`config.mk`:
```
export PLATFORM = sky130hd
export DESIGN_NAME = can_crc_engine
export DESIGN_NICKNAME = d
export VERILOG_FILES = /design/src/rtl/can_crc_engine.sv
export SDC_FILE = /design/constraint.sdc
export NUM_CORES = 1
export LEC_CHECK = 0
export ABC_AREA = 1
export CAP_MARGIN = 20
export CORE_UTILIZATION = 53
export DETAILED_ROUTE_END_ITERATION = 8
export DONT_BUFFER_PORTS = 1
export PLACE_DENSITY = 0.72
export SLEW_MARGIN = 20
export SYNTH_ARGS = -nofsm -noshare
export SYNTH_HDL_FRONTEND = slang
export SYNTH_SLANG_ARGS = --single-unit
```
`constraint.sdc`:
```
create_clock -name clk -period 2.5 [get_ports clk]
set_clock_uncertainty 0.1 [all_clocks]
set_input_delay 0.625 -clock clk [delete_from_list [all_inputs] [get_ports clk]]
set_output_delay 0.625 -clock clk [all_outputs]
set_load 0.02 [all_outputs]
```
`src/rtl/can_crc_engine.sv`:
```
// can_crc_engine: parallel CRC-15/17/21 generator and receive CRC checker for
// the CAN / CAN FD receive path. Sits between the bit destuffer and the
// frame-level error logic.
// Optional feature: define CAN_CRC_ERR_CNT_EN to add the saturating
// crc_err_cnt output (mismatch counter, cleared only by rst_n).
module can_crc_engine #(
    parameter logic [14:0] CRC15_POLY     = 15'h4599,
    parameter logic [16:0] CRC17_POLY     = 17'h1685B,
    parameter logic [20:0] CRC21_POLY     = 21'h102899,
    parameter logic [16:0] CRC17_INIT_ISO = 17'h10000,
    parameter logic [20:0] CRC21_INIT_ISO = 21'h100000
) (
    input  logic        clk,
    input  logic        rst_n,
    input  logic        init,
    input  logic        fd_iso,
    input  logic        fd_frame,
    input  logic        dlc_gt16,
    input  logic        bit_valid,
    input  logic        data,
    input  logic        stuff_bit,
    input  logic        fixed_stuff,
    input  logic        crc_field_start,
    output logic [14:0] crc_15,
    output logic [16:0] crc_17,
    output logic [20:0] crc_21,
    output logic [4:0]  crc_len,
`ifdef CAN_CRC_ERR_CNT_EN
    output logic [7:0]  crc_err_cnt,
`endif
    output logic        busy,
    output logic        crc_done,
    output logic        crc_ok,
    output logic        crc_err
);

    typedef enum logic [1:0] {
        IDLE  = 2'd0,
        CALC  = 2'd1,
        RXCRC = 2'd2,
        DONE  = 2'd3
    } state_t;

    state_t      state_q, state_d;
    logic [14:0] crc15_q, crc15_d;
    logic [16:0] crc17_q, crc17_d;
    logic [20:0] crc21_q, crc21_d;
    logic [20:0] rx_q, rx_d;
    logic [4:0]  cnt_q, cnt_d;
    logic [4:0]  len_q, len_d;
    logic        fd_q, fd_d;
    logic        done_q, done_d;
    logic        ok_q, ok_d;
    logic        err_q, err_d;

    logic [14:0] crc15_step;
    logic [16:0] crc17_step;
    logic [20:0] crc21_step;
    logic        rx_match;
    logic        rx_drop;
    logic        cmp_fire;

    // One-bit LFSR step of each CRC for the current input bit.
    always_comb begin
        crc15_step = {crc15_q[13:0], 1'b0} ^ ((data ^ crc15_q[14]) ? CRC15_POLY : 15'd0);
        crc17_step = {crc17_q[15:0], 1'b0} ^ ((data ^ crc17_q[16]) ? CRC17_POLY : 17'd0);
        crc21_step = {crc21_q[19:0], 1'b0} ^ ((data ^ crc21_q[20]) ? CRC21_POLY : 21'd0);
    end

    // Compare the received field against the frozen CRC of the selected length.
    always_comb begin
        rx_match = 1'b0;
        case (len_q)
            5'd15:   rx_match = (rx_q[14:0] == crc15_q);
            5'd17:   rx_match = (rx_q[16:0] == crc17_q);
            5'd21:   rx_match = (rx_q == crc21_q);
            default: rx_match = 1'b0;
        endcase
    end

    // FD fields carry fixed stuff bits, classic fields carry dynamic ones;
    // the comparison fires one cycle after the last field bit was captured.
    assign rx_drop  = fd_q ? fixed_stuff : stuff_bit;
    assign cmp_fire = (state_q == RXCRC) && (cnt_q == len_q) && !init;

    // Next-state logic: init first, then per-state bit handling.
    always_comb begin
        state_d = state_q;
        crc15_d = crc15_q;
        crc17_d = crc17_q;
        crc21_d = crc21_q;
        rx_d    = rx_q;
        cnt_d   = cnt_q;
        len_d   = len_q;
        fd_d    = fd_q;
        done_d  = 1'b0;
        ok_d    = ok_q;
        err_d   = err_q;

        if (init) begin
            state_d = CALC;
            crc15_d = 15'd0;
            crc17_d = fd_iso ? CRC17_INIT_ISO : 17'd0;
            crc21_d = fd_iso ? CRC21_INIT_ISO : 21'd0;
            rx_d    = 21'd0;
            cnt_d   = 5'd0;
            len_d   = 5'd0;
            ok_d    = 1'b0;
            err_d   = 1'b0;
        end else begin
            case (state_q)
                CALC: begin
                    if (bit_valid) begin
                        if (crc_field_start) begin
                            // First CRC-field bit: pick the CRC, freeze LFSRs.
                            if (!fd_frame) begin
                                len_d = 5'd15;
                            end else if (!dlc_gt16) begin
                                len_d = 5'd17;
                            end else begin
                                len_d = 5'd21;
                            end
                            fd_d    = fd_frame;
                            rx_d    = {20'd0, data};
                            cnt_d   = 5'd1;
                            state_d = RXCRC;
                        end else begin
                            // CRC-15 excludes dynamic stuff bits; FD CRCs include them.
                            if (!stuff_bit) begin
                                crc15_d = crc15_step;
                            end
                            crc17_d = crc17_step;
                            crc21_d = crc21_step;
                        end
                    end
                end
                RXCRC: begin
                    if (cmp_fire) begin
                        done_d  = 1'b1;
                        ok_d    = rx_match;
                        err_d   = !rx_match;
                        state_d = DONE;
                    end else if (bit_valid && !rx_drop) begin
                        rx_d  = {rx_q[19:0], data};
                        cnt_d = cnt_q + 5'd1;
                    end
                end
                default: begin
                    // IDLE and DONE hold everything until init.
                end
            endcase
        end
    end

    // State and datapath registers.
    always_ff @(posedge clk or negedge rst_n) begin
        if (!rst_n) begin
            state_q <= IDLE;
            crc15_q <= 15'd0;
            crc17_q <= 17'd0;
            crc21_q <= 21'd0;
            rx_q    <= 21'd0;
            cnt_q   <= 5'd0;
            len_q   <= 5'd0;
            fd_q    <= 1'b0;
            done_q  <= 1'b0;
            ok_q    <= 1'b0;
            err_q   <= 1'b0;
        end else begin
            state_q <= state_d;
            crc15_q <= crc15_d;
            crc17_q <= crc17_d;
            crc21_q <= crc21_d;
            rx_q    <= rx_d;
            cnt_q   <= cnt_d;
            len_q   <= len_d;
            fd_q    <= fd_d;
            done_q  <= done_d;
            ok_q    <= ok_d;
            err_q   <= err_d;
        end
    end

`ifdef CAN_CRC_ERR_CNT_EN
    logic [7:0] err_cnt_q;

    // Saturating count of mismatching comparisons; survives init.
    always_ff @(posedge clk or negedge rst_n) begin
        if (!rst_n) begin
            err_cnt_q <= 8'd0;
        end else if (cmp_fire && !rx_match && (err_cnt_q != 8'hFF)) begin
            err_cnt_q <= err_cnt_q + 8'd1;
        end
    end

    assign crc_err_cnt = err_cnt_q;
`endif

    assign crc_15   = crc15_q;
    assign crc_17   = crc17_q;
    assign crc_21   = crc21_q;
    assign crc_len  = len_q;
    assign busy     = (state_q == CALC) || (state_q == RXCRC);
    assign crc_done = done_q;
    assign crc_ok   = ok_q;
    assign crc_err  = err_q;

endmodule
```
==> results.toml <==
[synth]
yosys_warnings = 0
syn_avg_cell_area_um2 = 7.50
synth-seq-cells = 89
syn_inst = 630
synth_cell_types = 30
netlist_area_mm2 = 0.00472
syn_nets = 644
ys_seq_area_share_pct = 47.2

[power]
clockPowerShare_pct = 29.4
power_switching_w = 0.00104
p_int_w = 0.00207
seqPwrFrac_pct = 54.2
leakagePower_nw = 2.40
p_comb_share_pct = 16.4
power_density_mw_per_mm2 = 623
peakVddDrop_mv = 0.387
sw_frac_of_total_pct = 33.5

[layout]
postLayoutCoreUtil_pct = 57.5
regArea_mm2 = 0.00223
drive_above_1_share_pct = 5.21
syn2layout_area_growth_pct = 5.62
fill_cells = 822
diodes = 0
multi_input_area_mm2 = 0.00201
nets = 642

[cts]
ctsHtreeMaxLevel = 3
cts.sinks = 89
cts_setup_buffers = 0
clk_pin_slew_worst_paths_ns = 0.09
clock_latency_ns = 0.36
cts.path.max_buffers = 2
tritoncts = "built"
ctsResizeCount = 0
cts_made_buffers = 9
cts-root-buf = "clkbuf_8"

[drt]
num_vias = 4209
drt_iter0_drc = 384
dr.pass1.iters = 5
wl_per_cell_um = 17.5
final_antenna_net_count = 0
via_per_inst = 5.68
drt_drc_violations_left = 0
drt-total-wl_um = 13000

[sta]
layout_min_cycle_time_ns = 1.95
hold_viol = 89
fin_hold_ws_ns = -0.151
fin_setup_tns_ns = 0
fin_crit_sh_pct = 78.0
fmax_mhz = 513
drv_slew = 0
rsz0062_at_grt = "false"
worstMarginPinSlew_ns = 0.477
setup_viol = 0
relSlewSlack_pct = 68.2

[critical_path]
r2r_cells = 8
crit_required_ns = 1.77
crit_arrival_ns = 1.23
reg2reg_to = "crc_17[6]"
startpoint_type = "register"
r2r_start = "state_q[1]"
cp_max_fo = 3
rrSetupSlack_ns = 0.55
crit_type = "register to primary output"
endpoint_kind = "primary output"

[global_route]
grt_pass1_vias = 3893
antenna_found_initial = 0
overflow = 0
grt_usage_pct = 29.7
grt_pass1_wl_um = 20300
grt_max_degree = 90

[placement]
port_buffers = 0
gp_congestion = 0.905
place_hpwl_um = 9540

[die]
die_h_um = 96.4
die_width_um = 96.4
core_mm2 = 0.00868
initial_core_util_pct = 54.4
io_pins = 73
num_rows = 34
dieArea_mm2 = 0.00929

[hold_path]
holdCritPathClass = "primary input to asynchronous set/reset pin"

[status]
status = "finished, violations left"
violations = "negative hold slack"

[job]
cap_violations = 0
## flip-flops by register name (all words and copies together), names as in the netlist
signal / flops
cnt_q: 5
crc_15: 15
crc_17: 17
crc_21: 21
crc_done: 1
crc_err: 1
crc_len: 4
crc_ok: 1
fd_q: 1
rx_q: 21
state_q: 2
## metrics by stage
step | instances | worst slack [ns] | total power [W] | hold slack [ns] | area [um^2]
floorplan | 630 | 0.849 | 0.00209 | 0.229 | 4720
global placement | 725 | 0.666 | 0.00220 | 0.233 | 4810
detailed placement | 725 | 0.584 | 0.00221 | 0.233 | 4810
CTS | 741 | 0.542 | 0.00311 | -0.162 | 4990
global route | 741 | 0.410 | 0.00326 | -0.175 | 4990
finish | 741 | 0.550 | 0.00311 | -0.151 | 4990
## cell families after synthesis
group / after synthesis / synth area share [%]
xor gates and xnor gates: 14 / 2.60
and+or+nand+nor: 308 / 26.8
DFF: 89 / 47.2
AOI/OAI and AO/OA: 99 / 12.5
adders and majority gates: 3 / 0.795
buffers and inverters: 117 / 10.2
## area by class of cell
cell class	instances	share of cell area, %
Sequential cell	89	44.7
Multi-Input combinational cell	424	40.4
Inverter	97	7.30
Clock buffer	10	2.76
Tap cell	108	2.71
Timing Repair Buffer	7	1.30
Clock inverter	6	0.878
## placed cells by master (no fill, tap or decap), drive strengths merged, types with 2 or more instances in the layout
| master | Yosys | final |
|---|---|---|
| nand2 | 187 | 187 |
| inv | 97 | 97 |
| dfrtp | 89 | 89 |
| nor2 | 66 | 66 |
| o21ai | 53 | 53 |
| nand3 | 41 | 41 |
| o22ai | 29 | 29 |
| nand4 | 10 | 10 |
| clkbuf | 2 | 10 |
| xor2 | 9 | 9 |
| o32ai | 7 | 7 |
| buf | 18 | 7 |
| xnor2 | 5 | 5 |
| clkinvlp | 0 | 4 |
| a21oi | 4 | 4 |
| nor3 | 3 | 3 |
| o31ai | 3 | 3 |
| ha | 3 | 3 |
| clkinv | 0 | 2 |
## synth_stat cells
library cell / n / share of area (%)
ha_1: 3 / 0.79
nor2_4: 3 / 0.72
clkbuf_1: 2 / 0.16
nand4_1: 10 / 1.3
o221ai_1: 1 / 0.19
xnor2_1: 5 / 0.93
nor3_1: 3 / 0.32
dfrtp_1: 89 / 47
o21ai_2: 1 / 0.19
o21ai_0: 52 / 5.5
nand3_1: 41 / 4.3
o22ai_1: 29 / 3.8
or2_2: 1 / 0.13
buf_1: 1 / 0.079
o211ai_1: 1 / 0.16
a31oi_1: 1 / 0.13
nand2_1: 186 / 15
buf_4: 3 / 0.48
nand2_2: 1 / 0.13
o32ai_1: 7 / 1.3
buf_2: 12 / 1.3
o31ai_1: 3 / 0.48
inv_1: 95 / 7.6
a21oi_1: 3 / 0.32
nor2_2: 1 / 0.13
buf_6: 2 / 0.48
a21oi_4: 1 / 0.34
xor2_1: 9 / 1.7
inv_2: 2 / 0.16
nor2_1: 62 / 4.9
## worst max-delay path by stage
| stage | startpoint | to | slack, ns | cells after the start |
|---|---|---|---|---|
| global route | state_q[1] | crc_17[6] | 0.41 | 8 |
| finish | state_q[0] | busy | 0.55 | 3 |
| floorplan | bit_valid | rx_q[13] | 0.85 | 9 |
| CTS | state_q[0] | busy | 0.54 | 3 |
| global placement | bit_valid | crc_17[3] | 0.67 | 6 |
| detailed placement | state_q[1] | crc_17[6] | 0.58 | 8 |
## per-layer routing
metal  vias up  track usage (%)  share of wire (%)
met4         0             10.2                1.9
met3        21             9.47                 11
met2       190             45.9                 45
li1       2007                -                  -
met1      1991             39.7                 42
met5         -                0                  0
## power by group through the flow
stage | clock network, W | registers, W | logic, W
after floorplan | 0 | 0.00167 | 0.000417
after global placement | 0 | 0.00171 | 0.000490
after detailed placement | 0 | 0.00171 | 0.000501
after CTS | 0.000925 | 0.00168 | 0.000505
after global routing | 0.000981 | 0.00170 | 0.000578
final | 0.000914 | 0.00168 | 0.000510
## critical path, cell delays in order, from the launching register on
cell     delay (ns)
dfrtp_1        0.38
inv_1          0.05
ha_1           0.29
inv_1          0.15
(Power assumes the default switching activity.)
